==> src/rtl/tick_rr_arbiter.sv <==
// Round-robin arbiter for the flag-gated AND datapath. A programmable divider
// produces a tick; grants start on a tick and the tick is forwarded only to the owner.
module tick_rr_arbiter #(
    parameter int NREQ      = 4,
    parameter int DIV_W     = 8,
    parameter int DEF_DIV   = 4,
    parameter int OWN_TICKS = 3
) (
    input  logic             clk,
    input  logic             rst,
    input  logic [DIV_W-1:0] cfg_div,
    input  logic             cfg_load,
    input  logic [NREQ-1:0]  req,
    output logic [NREQ-1:0]  gnt,
    output logic [2:0]       owner_id,
    output logic             busy,
    output logic             tick,
    output logic             po_flag
);

    typedef enum logic {IDLE, OWN} state_t;

    localparam logic [DIV_W-1:0] DIV_ONE  = DIV_W'(1);
    localparam logic [7:0]       OWN_LAST = 8'(OWN_TICKS - 1);
    localparam logic [2:0]       PTR_LAST = 3'(NREQ - 1);

    state_t           state_reg;
    logic [DIV_W-1:0] cnt_reg;
    logic [DIV_W-1:0] div_reg;
    logic [2:0]       ptr_reg;
    logic [7:0]       own_cnt_reg;
    logic [NREQ-1:0]  gnt_reg;
    logic [2:0]       owner_reg;
    logic             busy_reg;

    logic [7:0]       req_ext;
    logic [2:0]       cand_idx [NREQ];
    logic [2:0]       sel;
    logic             sel_valid;
    logic [NREQ-1:0]  sel_onehot;
    logic             release_hit;

    // Divider: tick marks the last count of the current period.
    assign tick = (cnt_reg == div_reg - DIV_ONE);

    always_ff @(posedge clk) begin
        if (rst) begin
            cnt_reg <= '0;
            div_reg <= DIV_W'(DEF_DIV);
        end else if (cfg_load) begin
            div_reg <= (cfg_div == '0) ? DIV_ONE : cfg_div;
            cnt_reg <= '0;
        end else if (tick) begin
            cnt_reg <= '0;
        end else begin
            cnt_reg <= cnt_reg + DIV_ONE;
        end
    end

    // Widened request vector so 3-bit indices always address a full byte.
    assign req_ext = 8'(req);

    generate
        for (genvar gi = 0; gi < NREQ; gi++) begin : g_cand
            assign cand_idx[gi] = 3'((32'(ptr_reg) + gi) % NREQ);
        end
    endgenerate

    // Scan from the highest offset down so the offset nearest ptr wins.
    always_comb begin
        sel       = '0;
        sel_valid = 1'b0;
        for (int i = NREQ - 1; i >= 0; i--) begin
            if (req_ext[cand_idx[i]]) begin
                sel       = cand_idx[i];
                sel_valid = 1'b1;
            end
        end
    end

    generate
        for (genvar gi = 0; gi < NREQ; gi++) begin : g_onehot
            assign sel_onehot[gi] = (sel == 3'(gi));
        end
    endgenerate

    assign release_hit = !req_ext[owner_reg] || (tick && own_cnt_reg == OWN_LAST);

    always_ff @(posedge clk) begin
        if (rst) begin
            state_reg   <= IDLE;
            ptr_reg     <= '0;
            own_cnt_reg <= '0;
            gnt_reg     <= '0;
            owner_reg   <= '0;
            busy_reg    <= 1'b0;
        end else begin
            case (state_reg)
                IDLE: begin
                    if (tick && sel_valid) begin
                        gnt_reg     <= sel_onehot;
                        owner_reg   <= sel;
                        busy_reg    <= 1'b1;
                        own_cnt_reg <= '0;
                        state_reg   <= OWN;
                    end
                end
                OWN: begin
                    // A release never grants in the same edge; the next grant waits for a tick in IDLE.
                    if (release_hit) begin
                        gnt_reg   <= '0;
                        busy_reg  <= 1'b0;
                        state_reg <= IDLE;
                        ptr_reg   <= (owner_reg == PTR_LAST) ? 3'd0 : owner_reg + 3'd1;
                    end else if (tick) begin
                        own_cnt_reg <= own_cnt_reg + 8'd1;
                    end
                end
                default: state_reg <= IDLE;
            endcase
        end
    end

    assign gnt      = gnt_reg;
    assign owner_id = owner_reg;
    assign busy     = busy_reg;
    assign po_flag  = tick & busy_reg;

endmodule

==> config.mk <==
export PLATFORM = sky130hd
export DESIGN_NAME = tick_rr_arbiter
export DESIGN_NICKNAME = d
export VERILOG_FILES = /design/src/rtl/tick_rr_arbiter.sv
export SDC_FILE = /design/constraint.sdc
export NUM_CORES = 1
export LEC_CHECK = 0
export ABC_AREA = 1
export BUFFER_PORTS_ARGS = -buffer_cell sky130_fd_sc_hd__buf_4
export CORE_ASPECT_RATIO = 0.8
export CORE_MARGIN = 1.5
export CORE_UTILIZATION = 52
export DETAILED_ROUTE_END_ITERATION = 7
export GPL_TIMING_DRIVEN = 0
export HOLD_SLACK_MARGIN = 0.02
export PLACE_DENSITY = 0.75
export SLEW_MARGIN = 0
export SYNTH_ARGS = -nofsm -noshare
export SYNTH_HDL_FRONTEND = slang
export SYNTH_SLANG_ARGS = --single-unit
==> constraint.sdc <==
create_clock -name clk -period 1.9 [get_ports clk]
set_input_delay 0.095 -clock clk [delete_from_list [all_inputs] [get_ports clk]]
set_output_delay 0.095 -clock clk [all_outputs]
set_load 0.02 [all_outputs]
## Word level (Yosys, flattened, before mapping)

Index checks and enable logic that the tools add are counted.

- Bits of input ports: 15
- Output and inout bits: 10
- Bits in registers: 35
- Word-level logic and storage cells: 76

- Reductions and logical operators: 11
- $add $sub $neg: 7
- $lt $le $gt $ge: 5
- Bitwise gates (word level): 2
- Eq/ne operators: 10
- Mux-type cells: 33

Operators by type and width:

| kind | number |
|---|---|
| 8-bit 2-to-1 mux | 4 |
| 8-bit by 1-bit adder with 8-bit output, second input constant | 2 |
| 2-bit by 4-bit less-than comparator with 1-bit output, second input constant | 4 |
| 8-bit one-hot mux with 2 select lines | 1 |
| 1-bit 2-to-1 mux | 13 |
| 3-bit by 2-bit == test with 1-bit output, second input constant | 3 |
| 3-bit 2-to-1 mux | 3 |
| 1-bit binary-select mux with 2-bit select | 4 |
| 8-bit by 2-bit == test with 1-bit output, second input constant | 1 |
| 8-bit == test | 1 |
| 8-bit zero test | 1 |
| 4-bit 2-to-1 mux | 2 |
| 4-bit one-hot mux with 2 select lines | 1 |
| 8-bit by 1-bit subtractor with 8-bit output, second input constant | 1 |
| 2-bit != test, second input constant | 3 |
| 2-bit AND reduction | 3 |
| 2-bit by 1-bit adder with 2-bit output, second input constant | 2 |
| 2-bit adder, second input constant | 2 |
| 3-bit by 4-bit less-than comparator with 1-bit output, second input constant | 1 |
| 2-bit 2-to-1 mux | 2 |
| 1-bit one-hot mux with 2 select lines | 2 |
| 1-bit binary-select mux with 3-bit select | 1 |
| 3-bit by 1-bit == test with 1-bit output, second input constant | 1 |
| 3-bit zero test | 1 |
| other kinds (8) | 9 |

## Logic depth before layout (Yosys ltp)

Gate-level depths: netlist (run 1).

- Depth in word-level cells: 10
- Depth in mapped cells: 16
- Mapped depth without buffers: 15

## Worst setup path before layout (run 1)

No wires, ideal clock.

- Kind: reg2reg
- Start: register div_reg[0]
- End: register own_cnt_reg[0]
- Setup time: 0.115 ns
- Data required time: 1.785 ns
- Data arrival time: 1.693 ns
- Clock period less this slack: 1.808 ns
- Buffers on the path: 1
- Setup slack: 0.092 ns
- Cell stages (with the launch flop): 16
- Cell sequence: dfxtp_1 -> inv_2 -> ha_1 -> inv_1 -> nand2_1 -> nand2_1 -> nand2_1 -> nand2_1 -> nand3_1 -> nor2_2 -> nand3_2 -> nand3_2 -> nand2_2 -> buf_6 -> a21oi_1 -> nor2_1

- Longest elaborated chain between the ends: 6
- Elaborated cells between the ends (all ways): 9
- Those cells by class: add/sub: 1; eq/ne: 4; reduce/logical: 4

Ends and longest elaborated chain:

| element | RTL line | text |
|---|---|---|
| start, declared | 29 | `logic [DIV_W-1:0] div_reg;` |
| start signal, assigned | 49 | `div_reg <= DIV_W'(DEF_DIV);` |
| start signal, assigned | 51 | `div_reg <= (cfg_div == '0) ? DIV_ONE : cfg_div;` |
| 8-bit by 1-bit subtractor with 8-bit output (*) | 44 | `assign tick = (cnt_reg == div_reg - DIV_ONE);` |
| 8-bit == test (*) | 44 |  |
| 1-bit logical AND | 87 | `assign release_hit = !req_ext[owner_reg] \|\| (tick && own_cnt_reg == OWN_LAST);` |
| 1-bit logical OR | 87 |  |
| 2-bit != test (no source line) | -- |  |
| 3-bit AND reduction (no source line) (*) | -- |  |
| end signal, assigned | 116 | `own_cnt_reg <= own_cnt_reg + 8'd1;` |
| end, declared | 31 | `logic [7:0] own_cnt_reg;` |

Every way passes the cells marked *; elsewhere a longest branch is shown, timed or not.
A chain may end at the register's enable or synchronous reset.

## Worst setup path in the final report (run 1)

Ends and elaborated chain as after synthesis.

==> impl_results.md, run 1 <==
- ANT nets after route: 0
- Tcrit/Tclk final: 97.1%
- Largest net degree at the start of global routing: 12
- Internal power: 1.14 mW
- Yosys top cell area share: 32.2%
- Layout Skew: 0.0123 ns
- Max Used Layer: met4
- IO Pins: 25
- Synth async-reset ratio: 0%
- Clock network fraction of total power: 36.2%
- Initial antenna violation count: 0
- Post-synth EDFFs: 0
- Reg power frac: 46.6%
- Post-synth top cells: nand2_1 (68), nor2_1 (41), dfxtp_1 (34), inv_1 (25)
- CORE AREA: 3850 µm²
- Top cells by area, synth: dfxtp_1 (32%), nand2_1 (12%), nor2_1 (7.3%)
- Mapped Area: 2110 µm²
- Min setup slack post-route: 0.0549 ns
- Net Sw Power: 484 µW
- Remaining Overflow, GRT: 0
- Part of the Yosys area used for sequential elements: 32.2%
- Routability congestion estimate: 0.814
- Static leakage: 1.09 nW
- Length of routed met2 wiring: 1.99 mm
- Max transition margin: 56.8%
- Met3 WL post-DR: 337 µm
- Switch share: 29.9%
- Synthesized instance count: 305
- Vias/cell: 5.09
- Number of clock sinks: 34
- Hold/Removal Path Class: primary input to flip-flop
- Placed insts: 383
- YS warnings: 0
- Post-DP HPWL: 3.37 mm
- Diodes inserted: 0
- Wl on met1: 2.48 mm
- Die X: 74.3 µm
- # Max-Cap Violations: 0
- Max-slew violations: 0
- TNS Setup: 0 ns
- GRT Overall Usage: 23.0%
- Final hold vios: 0
- Routed WL: 4.86 mm
- Run status: completed
- Worst-Margin Slew: 0.649 ns
- Arrival @ worst endpoint: 2.05 ns
- Vias in the first global route: 1675
- Final setup vio count: 0
- Crit path required time: 2.10 ns
- DRC marker count from the first detailed-route iteration: 191
- Initial Util: 54.8%
- DIE HEIGHT: 60 µm
- Clock transition at path regs: 0.08 ns
- Main synth FF type: dfxtp_1
- Drt pass-1 iters: 4
- Finished Layout Cells: 398
- DRC: 0
- Synth unique cells: 35
- Unrepaired setup endpoints after global routing: yes
- CTS tree: built
- Syn avg cell area: 6.92 µm²
- Path type of the worst setup path: flip-flop to flip-flop
- Final #Nets: 362
- Dpl ws: -0.234 ns
- Area Growth Syn to Fin: 24.7%
- Syn_nets: 325
- Count leader, synth: nand2_1
- Worst ir drop on vdd: 352 µV
- Clock Latency Late Sink: 0.30 ns
- #FFs+latches synth: 34
- Startpoint Class: flip-flop
- Min Tclk post-route: 1.85 ns
- Via count: 2024
- Yosys top cell by area: dfxtp_1
- Filler Cell Count: 332
- CTS Buf Count: 5
- Crit Path Max Fanout: 10
- Peak Freq: 0.542 GHz
- Layout cells sized above 1: 30.3%
- IO Port Bufs: 23
- Wire length of the first global-routing pass: 7.58 mm
- Clock Path Buffers: 2
- FP Rows: 20
- Wire per inst: 12.2 µm
- Final core occ: 68.3%
- Logic pwr share: 17.3%
- CTS Root Cell: clkbuf_8
- P per Cell Area: 616 nW/µm²
- CTS HTree Levels: 2
- Die ar.: 4460 µm²
- Hold WS: 0.0296 ns
- Endpoint class of the critical path: flip-flop
==> layer usage <==
| metal | track usage, % | up-vias |
|---|---|---|
| li1 | - | 1063 |
| met2 | 32.8 | 59 |
| met4 | 6.23 | 0 |
| met1 | 33.6 | 895 |
| met3 | 6.58 | 7 |
| met5 | 0 | - |
==> layout by cell type, fill, tap and decap left out, types with 8 or more instances in the layout <==
cell type  instances
nand2_1           63
nor2_1            35
dfxtp_1           31
buf_4             27
inv_1             23
a21oi_1           14
nand3_2           13
nand3_1           13
nand2_2            9
o21ai_1            9
a21oi_2            8
o21ai_0            8
==> power groups by stage <==
stage	clock [mW]	sequential [mW]	combinational (mW)
2_1_floorplan	0	0.768	0.161
3_3_place_gp	0	0.769	0.226
3_5_place_dp	0	0.770	0.230
4_1_cts	0.601	0.752	0.259
5_1_grt	0.631	0.758	0.309
6_report	0.586	0.755	0.280
==> kinds of logic (layout without fill, tap and decap cells) <==
logic type | count (synthesis) | after routing | synth area share [%]
fa+ha+maj | 5 | 5 | 2.96
flops | 34 | 34 | 32.2
simple gates | 165 | 165 | 37.4
other cells | 1 | 1 | 0.178
xor+xnor | 13 | 13 | 5.39
compound gates | 46 | 46 | 13.2
buf+inv | 41 | 79 | 8.65
==> worst paths after layout <==
path	start	to	slack, ns	cells after the start
max	div_reg[0]	own_cnt_reg[0]	0.05	15
min	cfg_div[7]	div_reg[7]	0.03	3
max reg2reg	div_reg[0]	own_cnt_reg[0]	0.05	15
min reg2reg	gnt[1]	gnt[1]	0.48	2
==> worst max-delay path: stages (launching register included) <==
cell and delay (ns):
dfxtp_4 0.36, inv_4 0.04, ha_4 0.17, inv_2 0.05, nand2_2 0.04, nand2_1 0.05
nand2_1 0.05, nand2_2 0.08, nand3_2 0.08, nor2_4 0.17, nand3_2 0.13, nand3_2 0.10
nand2_2 0.08, buf_8 0.15, a21oi_1 0.12, nor2_1 0.06
==> per-stage QoR <==
| step | power, mW | cell area, µm² |
|---|---|---|
| final | 1.62 | 2630 |
| after CTS | 1.61 | 2550 |
| after detailed placement | 0.999 | 2350 |
| after floorplan | 0.929 | 2110 |
| after global placement | 0.995 | 2350 |
| after global routing | 1.70 | 2630 |
==> cell type report <==
cell class / instances / area (µm²) / share of cell area [%]
Inverter: 32 / 123 / 4.66
Tap cell: 55 / 68.8 / 2.61
Clock inverter: 2 / 12.5 / 0.475
Sequential cell: 34 / 687 / 26.1
Timing Repair Buffer: 30 / 245 / 9.31
Clock buffer: 6 / 82.6 / 3.14
Multi-Input combinational cell: 230 / 1350 / 51.2
Buffer: 9 / 66.3 / 2.52
==> timing repair <==
| item | 4_1_cts | 5_1_grt |
|---|---|---|
| gates resized for setup | 15 | 22 |
| endpoints found under the hold margin | 3 | 0 |
| hold buffers | 2 | 0 |
| pin swaps | 12 | 8 |
| setup buffers | 4 | 1 |
| setup endpoints to repair | 28 | 25 |
Power figures use the tool's default switching activity.
==> run 2: changes to the inputs <==
--- a/config.mk
+++ b/config.mk
@@ -5,7 +5,6 @@
 export SDC_FILE = /design/constraint.sdc
 export NUM_CORES = 1
 export LEC_CHECK = 0
-export ABC_AREA = 1
 export BUFFER_PORTS_ARGS = -buffer_cell sky130_fd_sc_hd__buf_4
 export CORE_ASPECT_RATIO = 0.8
 export CORE_MARGIN = 1.5
@@ -13,7 +12,7 @@
 export DETAILED_ROUTE_END_ITERATION = 7
 export GPL_TIMING_DRIVEN = 0
 export HOLD_SLACK_MARGIN = 0.02
-export PLACE_DENSITY = 0.75
+export PLACE_DENSITY = 0.76
 export SLEW_MARGIN = 0
 export SYNTH_ARGS = -nofsm -noshare
 export SYNTH_HDL_FRONTEND = slang
==> impl_results.md, run 2 <==
- IO Pins: 25 (unchanged)
- Layout Skew: 0.0179 ns (was 0.0123 ns)
- Reg2Reg Depth: 10 (was 15)
- Min setup slack post-route: -0.647 ns (was 0.0549 ns)
- Initial Util: 55.7% (was 54.8%)
- # Max-Cap Violations: 0 (unchanged)
- DRC: 0 (unchanged)
- Clock Latency Late Sink: 0.30 ns (about the same)
- Hold_sp: cfg_div[2] (was cfg_div[7])
- FP Rows: 19 (was 20)
- R2r setup slk: -0.63 ns (was 0.05 ns)
- Syn_nets: 252 (was 325)
- Endpoint class of the critical path: output port (was flip-flop)
- Logic pwr share: 20.9% (was 17.3%)
- Routed WL: 6.20 mm (was 4.86 mm)
- Die ar.: 4120 µm² (was 4460 µm²)
- Drt pass-1 iters: 4 (unchanged)
- Max-slew violations: 0 (unchanged)
- Crit path required time: 1.80 ns (was 2.10 ns)
- Static leakage: 1.03 nW (was 1.09 nW)
- CORE AREA: 3490 µm² (was 3850 µm²)
- Max transition margin: 51.4% (was 56.8%)
- Switch share: 30.3% (was 29.9%)
- Startpoint Class: flip-flop (unchanged)
- Crit path cell chain: inv_2 -> ha_4 -> o21ba_4 -> a221oi_4 -> a41oi_2 -> or3_1 -> buf_6 -> buf_8 -> nor3_2 -> buf_4 (was inv_4 -> ha_4 -> inv_2 -> nand2_2 -> nand2_1 -> nand2_1 -> nand2_2 -> nand3_2 -> nor2_4 -> nand3_2 -> nand3_2 -> nand2_2 -> buf_8 -> a21oi_1 -> nor2_1)
- DRC marker count from the first detailed-route iteration: 246 (was 191)
- Syn avg cell area: 8.39 µm² (was 6.92 µm²)
- CTS Root Cell: clkbuf_8 (unchanged)
- Final hold vios: 0 (unchanged)
- Worst path bufs/invs: 4 (was 3)
- Wire per inst: 19.3 µm (was 12.2 µm)
- Met3 WL post-DR: 427 µm (was 337 µm)
- Synth async-reset ratio: 0% (unchanged)
- Filler Cell Count: 202 (was 332)
- CP delay by family, top: compound AO/OA/AOI/OAI gates (was simple AND/OR/NAND/NOR gates)
- Tcrit/Tclk final: 134% (was 97.1%)
- Hold Path Stages: 3 (unchanged)
- Unrepaired setup endpoints after global routing: yes (unchanged)
- Number of clock sinks: 34 (unchanged)
- Post-DP HPWL: 3.12 mm (was 3.37 mm)
- GRT Overall Usage: 26.3% (was 23.0%)
- Final setup vio count: 28 (was 0)
- Yosys top cell by area: dfxtp_1 (unchanged)
- Clock transition at path regs: 0.06 ns (was 0.08 ns)
- Routability congestion estimate: 0.819 (was 0.814)
- Count leader, synth: dfxtp_1 (was nand2_1)
- Arrival @ worst endpoint: 2.45 ns (was 2.05 ns)
- P per Cell Area: 597 nW/µm² (was 616 nW/µm²)
- Wire length of the first global-routing pass: 8.60 mm (was 7.58 mm)
- Clock network fraction of total power: 34.2% (was 36.2%)
- CTS HTree Levels: 2 (unchanged)
- Largest net degree at the start of global routing: 11 (was 12)
- Main synth FF type: dfxtp_1 (unchanged)
- Top cells by area, synth: dfxtp_1 (35%), mux2i_1 (4.1%), a21oi_1 (3.9%) (was dfxtp_1 (32%), nand2_1 (12%), nor2_1 (7.3%))
- #FFs+latches synth: 34 (unchanged)
- FF-to-FF Start: div_reg[0] (unchanged)
- Vias/cell: 6.39 (was 5.09)
- Via count: 2050 (was 2024)
- Worst Setup SP: div_reg[0] (unchanged)
- RR Endpoint: own_cnt_reg[7] (was own_cnt_reg[0])
- Net Sw Power: 509 µW (was 484 µW)
- Post-route cell area: 2810 µm² (was 2630 µm²)
- Mapped Area: 1950 µm² (was 2110 µm²)
- Most common library cell in the layout ignoring fill and taps: buf_4 (was nand2_1)
- Post-CTS Hold Fix Bufs: 0 (was 2)
- Worst ir drop on vdd: 412 µV (was 352 µV)
- Pwr Total: 1.68 mW (was 1.62 mW)
- CTS tree: built (unchanged)
- Run status: finished, violations left (was completed)
- Vias in the first global route: 1818 (was 1675)
- ANT nets after route: 0 (unchanged)
- Commonest cells after routing, fill and taps aside: buf_4 (32), dfxtp_1 (29), nand2_1 (17) (was nand2_1 (63), nor2_1 (35), dfxtp_1 (31))
- Synth unique cells: 46 (was 35)
- Placed Area: 2220 µm² (was 2350 µm²)
- Min Tclk post-route: 2.55 ns (was 1.85 ns)
- Remaining Overflow, GRT: 0 (unchanged)
- Layout cells sized above 1: 40.1% (was 30.3%)
- Length of routed met2 wiring: 2.90 mm (was 1.99 mm)
- Critical Path Slowest Stage Cell: or3_1 (was dfxtp_4)
- Reg power frac: 44.9% (was 46.6%)
- Diodes inserted: 0 (unchanged)
- YS warnings: 0 (unchanged)
- Failing checks: setup timing
- WHS Endpoint: div_reg[2] (was div_reg[7])
- Area Growth Syn to Fin: 44.6% (was 24.7%)
- DIE HEIGHT: 57.7 µm (was 60 µm)
- CTS Buf Count: 5 (unchanged)
- Peak Freq: 0.393 GHz (was 0.542 GHz)
- Post-synth top cells: dfxtp_1 (34), nand2_1 (17), nor2_1 (17), a21oi_1 (15), inv_1 (11) (was nand2_1 (68), nor2_1 (41), dfxtp_1 (34), inv_1 (25))
- Worst path max stage delay: 0.42 ns (was 0.36 ns)
- Initial antenna violation count: 0 (unchanged)
- Final #Nets: 298 (was 362)
- Worst-Margin Slew: 0.729 ns (was 0.649 ns)
- Internal power: 1.17 mW (was 1.14 mW)
- Crit Path Max Fanout: 7 (was 10)
- Path type of the worst setup path: flip-flop to output port (was flip-flop to flip-flop)
- Hold/Removal Path Class: primary input to flip-flop (unchanged)
- Max Used Layer: met4 (unchanged)
- Post-synth EDFFs: 0 (unchanged)
- Yosys top cell area share: 35.0% (was 32.2%)
- Clock Path Buffers: 2 (unchanged)
- IO Port Bufs: 21 (was 23)
- Die X: 71.4 µm (was 74.3 µm)
- Wl on met1: 2.69 mm (was 2.48 mm)
- Part of the Yosys area used for sequential elements: 35.0% (was 32.2%)
- Synthesized instance count: 232 (was 305)
run 2: cell types whose count changed after synthesis, sizes merged, moves of 7 or more:
| cell | change |
|---|---|
| o21ai | -16 |
| nand3 | -16 |
| a21oi | -8 |
| nand2 | -58 |
| nor2 | -28 |
| mux2i | +8 |
| inv | -19 |
| o31ai | +10 |
| nor2b | +7 |
| nor4 | +9 |
run 2: worst max path at each step:
stage                      to  slack [ns]  depth (start not counted)
2_1_floorplan  own_cnt_reg[2]       -0.37                         11
3_3_place_gp             busy       -0.52                         10
3_5_place_dp   own_cnt_reg[6]       -0.58                         11
4_1_cts               po_flag       -0.54                         10
5_1_grt               po_flag       -0.71                          9
6_report              po_flag       -0.65                         10
run 2: per-layer routing:
layer  vias to the layer above  track usage [%]
met5                         -                0
met3                        23             7.48
met2                        93             39.4
met4                         0             4.58
li1                        948                -
met1                       986             38.4
run 2: logic make-up after synthesis:
kind of cell               share of synthesized area (%)
and+or+nand+nor                                     25.1
AOI/OAI and AO/OA                                   17.9
DFF                                                 35.0
buffers and inverters                               5.53
xor gates and xnor gates                            7.20
muxes                                               5.85
adders and majority gates                           3.22
other                                              0.193
run 2: power groups by stage:
stage / sequential (mW) / clock, mW / combinational, mW
CTS: 0.750 / 0.562 / 0.292
finish: 0.755 / 0.574 / 0.352
detailed placement: 0.766 / 0 / 0.235
floorplan: 0.763 / 0 / 0.168
global placement: 0.766 / 0 / 0.231
global route: 0.756 / 0.615 / 0.374
run 2: cell type report:
type / count / area, µm² / area share [%]
multi-input combinational: 172 / 1490 / 53.1
sequential: 34 / 692 / 24.6
timing repair buffer: 42 / 357 / 12.7
clock buffer: 7 / 86.3 / 3.07
buffer: 12 / 85.1 / 3.02
tap: 42 / 52.6 / 1.87
inverter: 11 / 41.3 / 1.47
clock inverter: 1 / 5.00 / 0.178
run 2: tightest hold or removal path: stages:
cell and delay [ns]:
buf_4 0.09, mux2i_1 0.06, nand2_1 0.06
run 2: through the flow:
| step | hold slack [ns] | util (%) | setup slack (ns) | TNS [ns] | std cells |
|---|---|---|---|---|---|
| after floorplan | 0.224 | - | -0.370 | -8.31 | 232 |
| after global placement | 0.326 | 63.6 | -0.516 | -12.80 | 295 |
| after CTS | 0.0468 | 73.8 | -0.545 | -10.17 | 318 |
| after global routing | 0.0555 | 80.5 | -0.706 | -15.03 | 321 |
| after detailed placement | 0.335 | 63.6 | -0.584 | -14.45 | 295 |
| final | 0.0370 | 80.5 | -0.647 | -13.27 | 321 |
run 2: timing repair:
action,4_1_cts,5_1_grt
endpoints found under the setup margin,28,28
cloned,1,0
pin swaps,15,9
setup buffers,16,6
endpoints found under the hold margin,0,0
resized for setup,36,42
==> run 3: changes to the inputs <==
--- a/config.mk
+++ b/config.mk
@@ -8,11 +8,12 @@
 export BUFFER_PORTS_ARGS = -buffer_cell sky130_fd_sc_hd__buf_4
 export CORE_ASPECT_RATIO = 0.8
 export CORE_MARGIN = 1.5
-export CORE_UTILIZATION = 52
+export CORE_UTILIZATION = 54
+export CTS_BUF_LIST = sky130_fd_sc_hd__clkbuf_4
 export DETAILED_ROUTE_END_ITERATION = 7
 export GPL_TIMING_DRIVEN = 0
 export HOLD_SLACK_MARGIN = 0.02
-export PLACE_DENSITY = 0.76
+export PLACE_DENSITY = 0.78
 export SLEW_MARGIN = 0
 export SYNTH_ARGS = -nofsm -noshare
 export SYNTH_HDL_FRONTEND = slang
==> impl_results.md, run 3 (synthesis gave the netlist of run 2 again) <==
- Run status: finished, violations left (unchanged)
- Failing checks: setup timing (unchanged)
- Clock transition at path regs: 0.11 ns (was 0.06 ns)
- Path type of the worst setup path: flip-flop to output port (unchanged)
- Routed WL: 4.99 mm (was 6.20 mm)
- FP Rows: 19 (unchanged)
- Vias/cell: 5.95 (was 6.39)
- Hold/Removal Path Class: primary input to flip-flop (unchanged)
- Final setup vio count: 28 (unchanged)
- Die ar.: 3970 µm² (was 4120 µm²)
- Final hold vios: 0 (unchanged)
- Drt pass-1 iters: 4 (unchanged)
- Peak Freq: 0.416 GHz (was 0.393 GHz)
- RR Endpoint: own_cnt_reg[6] (was own_cnt_reg[7])
- Worst ir drop on vdd: 474 µV (was 412 µV)
- Clock Latency Late Sink: 0.34 ns (was 0.30 ns)
- Wire length of the first global-routing pass: 7.89 mm (was 8.60 mm)
- Hold Path Stages: 3 (unchanged)
- Post-DP HPWL: 3.17 mm (was 3.12 mm)
- Vias in the first global route: 1711 (was 1818)
- Commonest cells after routing, fill and taps aside: buf_4 (32), dfxtp_1 (28), nand2_1 (17) (was buf_4 (32), dfxtp_1 (29), nand2_1 (17))
- Min Tclk post-route: 2.41 ns (was 2.55 ns)
- Final #Nets: 297 (was 298)
- Clock Path Buffers: 2 (unchanged)
- Crit Path Max Fanout: 5 (was 7)
- Wire per inst: 15.6 µm (was 19.3 µm)
- Pwr Total: 1.59 mW (was 1.68 mW)
- Via count: 1904 (was 2050)
- P per Cell Area: 607 nW/µm² (was 597 nW/µm²)
- Startpoint Class: flip-flop (unchanged)
- Crit path required time: 1.80 ns (about the same)
- Most common library cell in the layout ignoring fill and taps: buf_4 (unchanged)
- CORE AREA: 3450 µm² (was 3490 µm²)
- DRC: 0 (unchanged)
- Tcrit/Tclk final: 127% (was 134%)
- Dpl ws: -0.581 ns (was -0.584 ns)
- Worst Setup SP: div_reg[1] (was div_reg[0])
- Setup crit end: tick (was po_flag)
- Number of clock sinks: 34 (unchanged)
- Endpoint class of the critical path: output port (unchanged)
- Routability congestion estimate: 0.800 (was 0.819)
- GRT Overall Usage: 25.1% (was 26.3%)
- CTS HTree Levels: 2 (unchanged)
- IO Port Bufs: 21 (unchanged)
- Largest net degree at the start of global routing: 12 (was 11)
- Layout cells sized above 1: 29.5% (was 40.1%)
- Worst-Margin Slew: 0.574 ns (was 0.729 ns)
- CTS Root Cell: clkbuf_4 (was clkbuf_8)
- Area Growth Syn to Fin: 34.5% (was 44.6%)
- ANT nets after route: 0 (unchanged)
- Min setup slack post-route: -0.505 ns (was -0.647 ns)
- Unrepaired setup endpoints after global routing: yes (unchanged)
- Initial Util: 56.4% (was 55.7%)
- CTS tree: built (unchanged)
- Max transition margin: 61.7% (was 51.4%)
- Max-slew violations: 0 (unchanged)
- Initial antenna violation count: 0 (unchanged)
- Reg2Reg Depth: 9 (was 10)
- Diodes inserted: 0 (unchanged)
- Arrival @ worst endpoint: 2.31 ns (was 2.45 ns)
- FF-to-FF Start: div_reg[1] (was div_reg[0])
- DRC marker count from the first detailed-route iteration: 141 (was 246)
- IO Pins: 25 (unchanged)
- CTS Buf Count: 5 (unchanged)
- # Max-Cap Violations: 0 (unchanged)
- Remaining Overflow, GRT: 0 (unchanged)
- Final core occ: 75.9% (was 80.5%)
- R2r setup slk: -0.48 ns (was -0.63 ns)
- DIE HEIGHT: 56.7 µm (was 57.7 µm)
- Die X: 70.1 µm (was 71.4 µm)
- Layout Skew: 0.00212 ns (was 0.0179 ns)
- Static leakage: 0.985 nW (was 1.03 nW)
## run 3: cell types whose count changed in the layout (fill, tap and decap cells not counted), sizes merged
cell / before / now
buf: 48 / 40
dlygate4sd3: 0 / 7
clkbuf: 13 / 11
bufinv: 0 / 1
clkinv: 1 / 2
## run 3: worst max-delay path: stages, from the launching register on
cell and delay [ns]:
dfxtp_4 0.38, inv_2 0.04, ha_4 0.17, o21ba_4 0.19, a221oi_2 0.27, a41oi_2 0.08
or3_4 0.44, nor2_4 0.16, buf_6 0.13, buf_6 0.11
## run 3: power by group
part / switching (mW) / internal, mW
clock: 0.260 / 0.273
sequential: 0.0232 / 0.727
combinational: 0.168 / 0.138
total: 0.451 / 1.14
## run 3: layer usage
| layer | vias up | GRT usage [%] | wire [µm] |
|---|---|---|---|
| met1 | 901 | 35.2 | 2350 |
| met3 | 4 | 4.85 | 265 |
| li1 | 943 | - | - |
| met2 | 56 | 39.5 | 2320 |
| met5 | - | 0 | 0 |
| met4 | 0 | 7.42 | 54 |
## run 3: per-stage QoR
step	hold slack [ns]	cell area [µm²]	TNS (ns)	cells
floorplan	0.224	2010	-8.31	232
global placement	0.340	2220	-12.63	295
detailed placement	0.344	2220	-13.73	295
CTS	0.106	2470	-11.93	316
global route	0.134	2620	-11.30	320
finish	0.124	2620	-9.09	320
## run 3: cell type report
| type | instances | area (µm²) |
|---|---|---|
| Multi-Input combinational cell | 172 | 1340 |
| Fill cell | 237 | 831 |
| Sequential cell | 34 | 696 |
| Timing Repair Buffer | 42 | 345 |
| Buffer | 11 | 68.8 |
| Tap cell | 42 | 52.6 |
| Inverter | 11 | 41.3 |
| Clock inverter | 3 | 40.0 |
| Clock buffer | 5 | 37.5 |
## run 3: worst min-delay path by stage
stage | start | to
after global routing | cfg_div[0] | div_reg[0]
after floorplan | cfg_div[2] | div_reg[2]
final | cfg_div[0] | div_reg[0]
after detailed placement | cfg_div[2] | div_reg[2]
after CTS | cfg_div[0] | div_reg[0]
after global placement | cfg_div[3] | div_reg[3]
## run 3: what timing repair did
action / in CTS / in global routing
setup buffers: 8 / 7
endpoints found under the hold margin: 7 / 0
pin swaps: 8 / 8
resized for setup: 16 / 29
cloned: 1 / 0
hold buffers: 7 / 0
setup endpoints to repair: 28 / 28
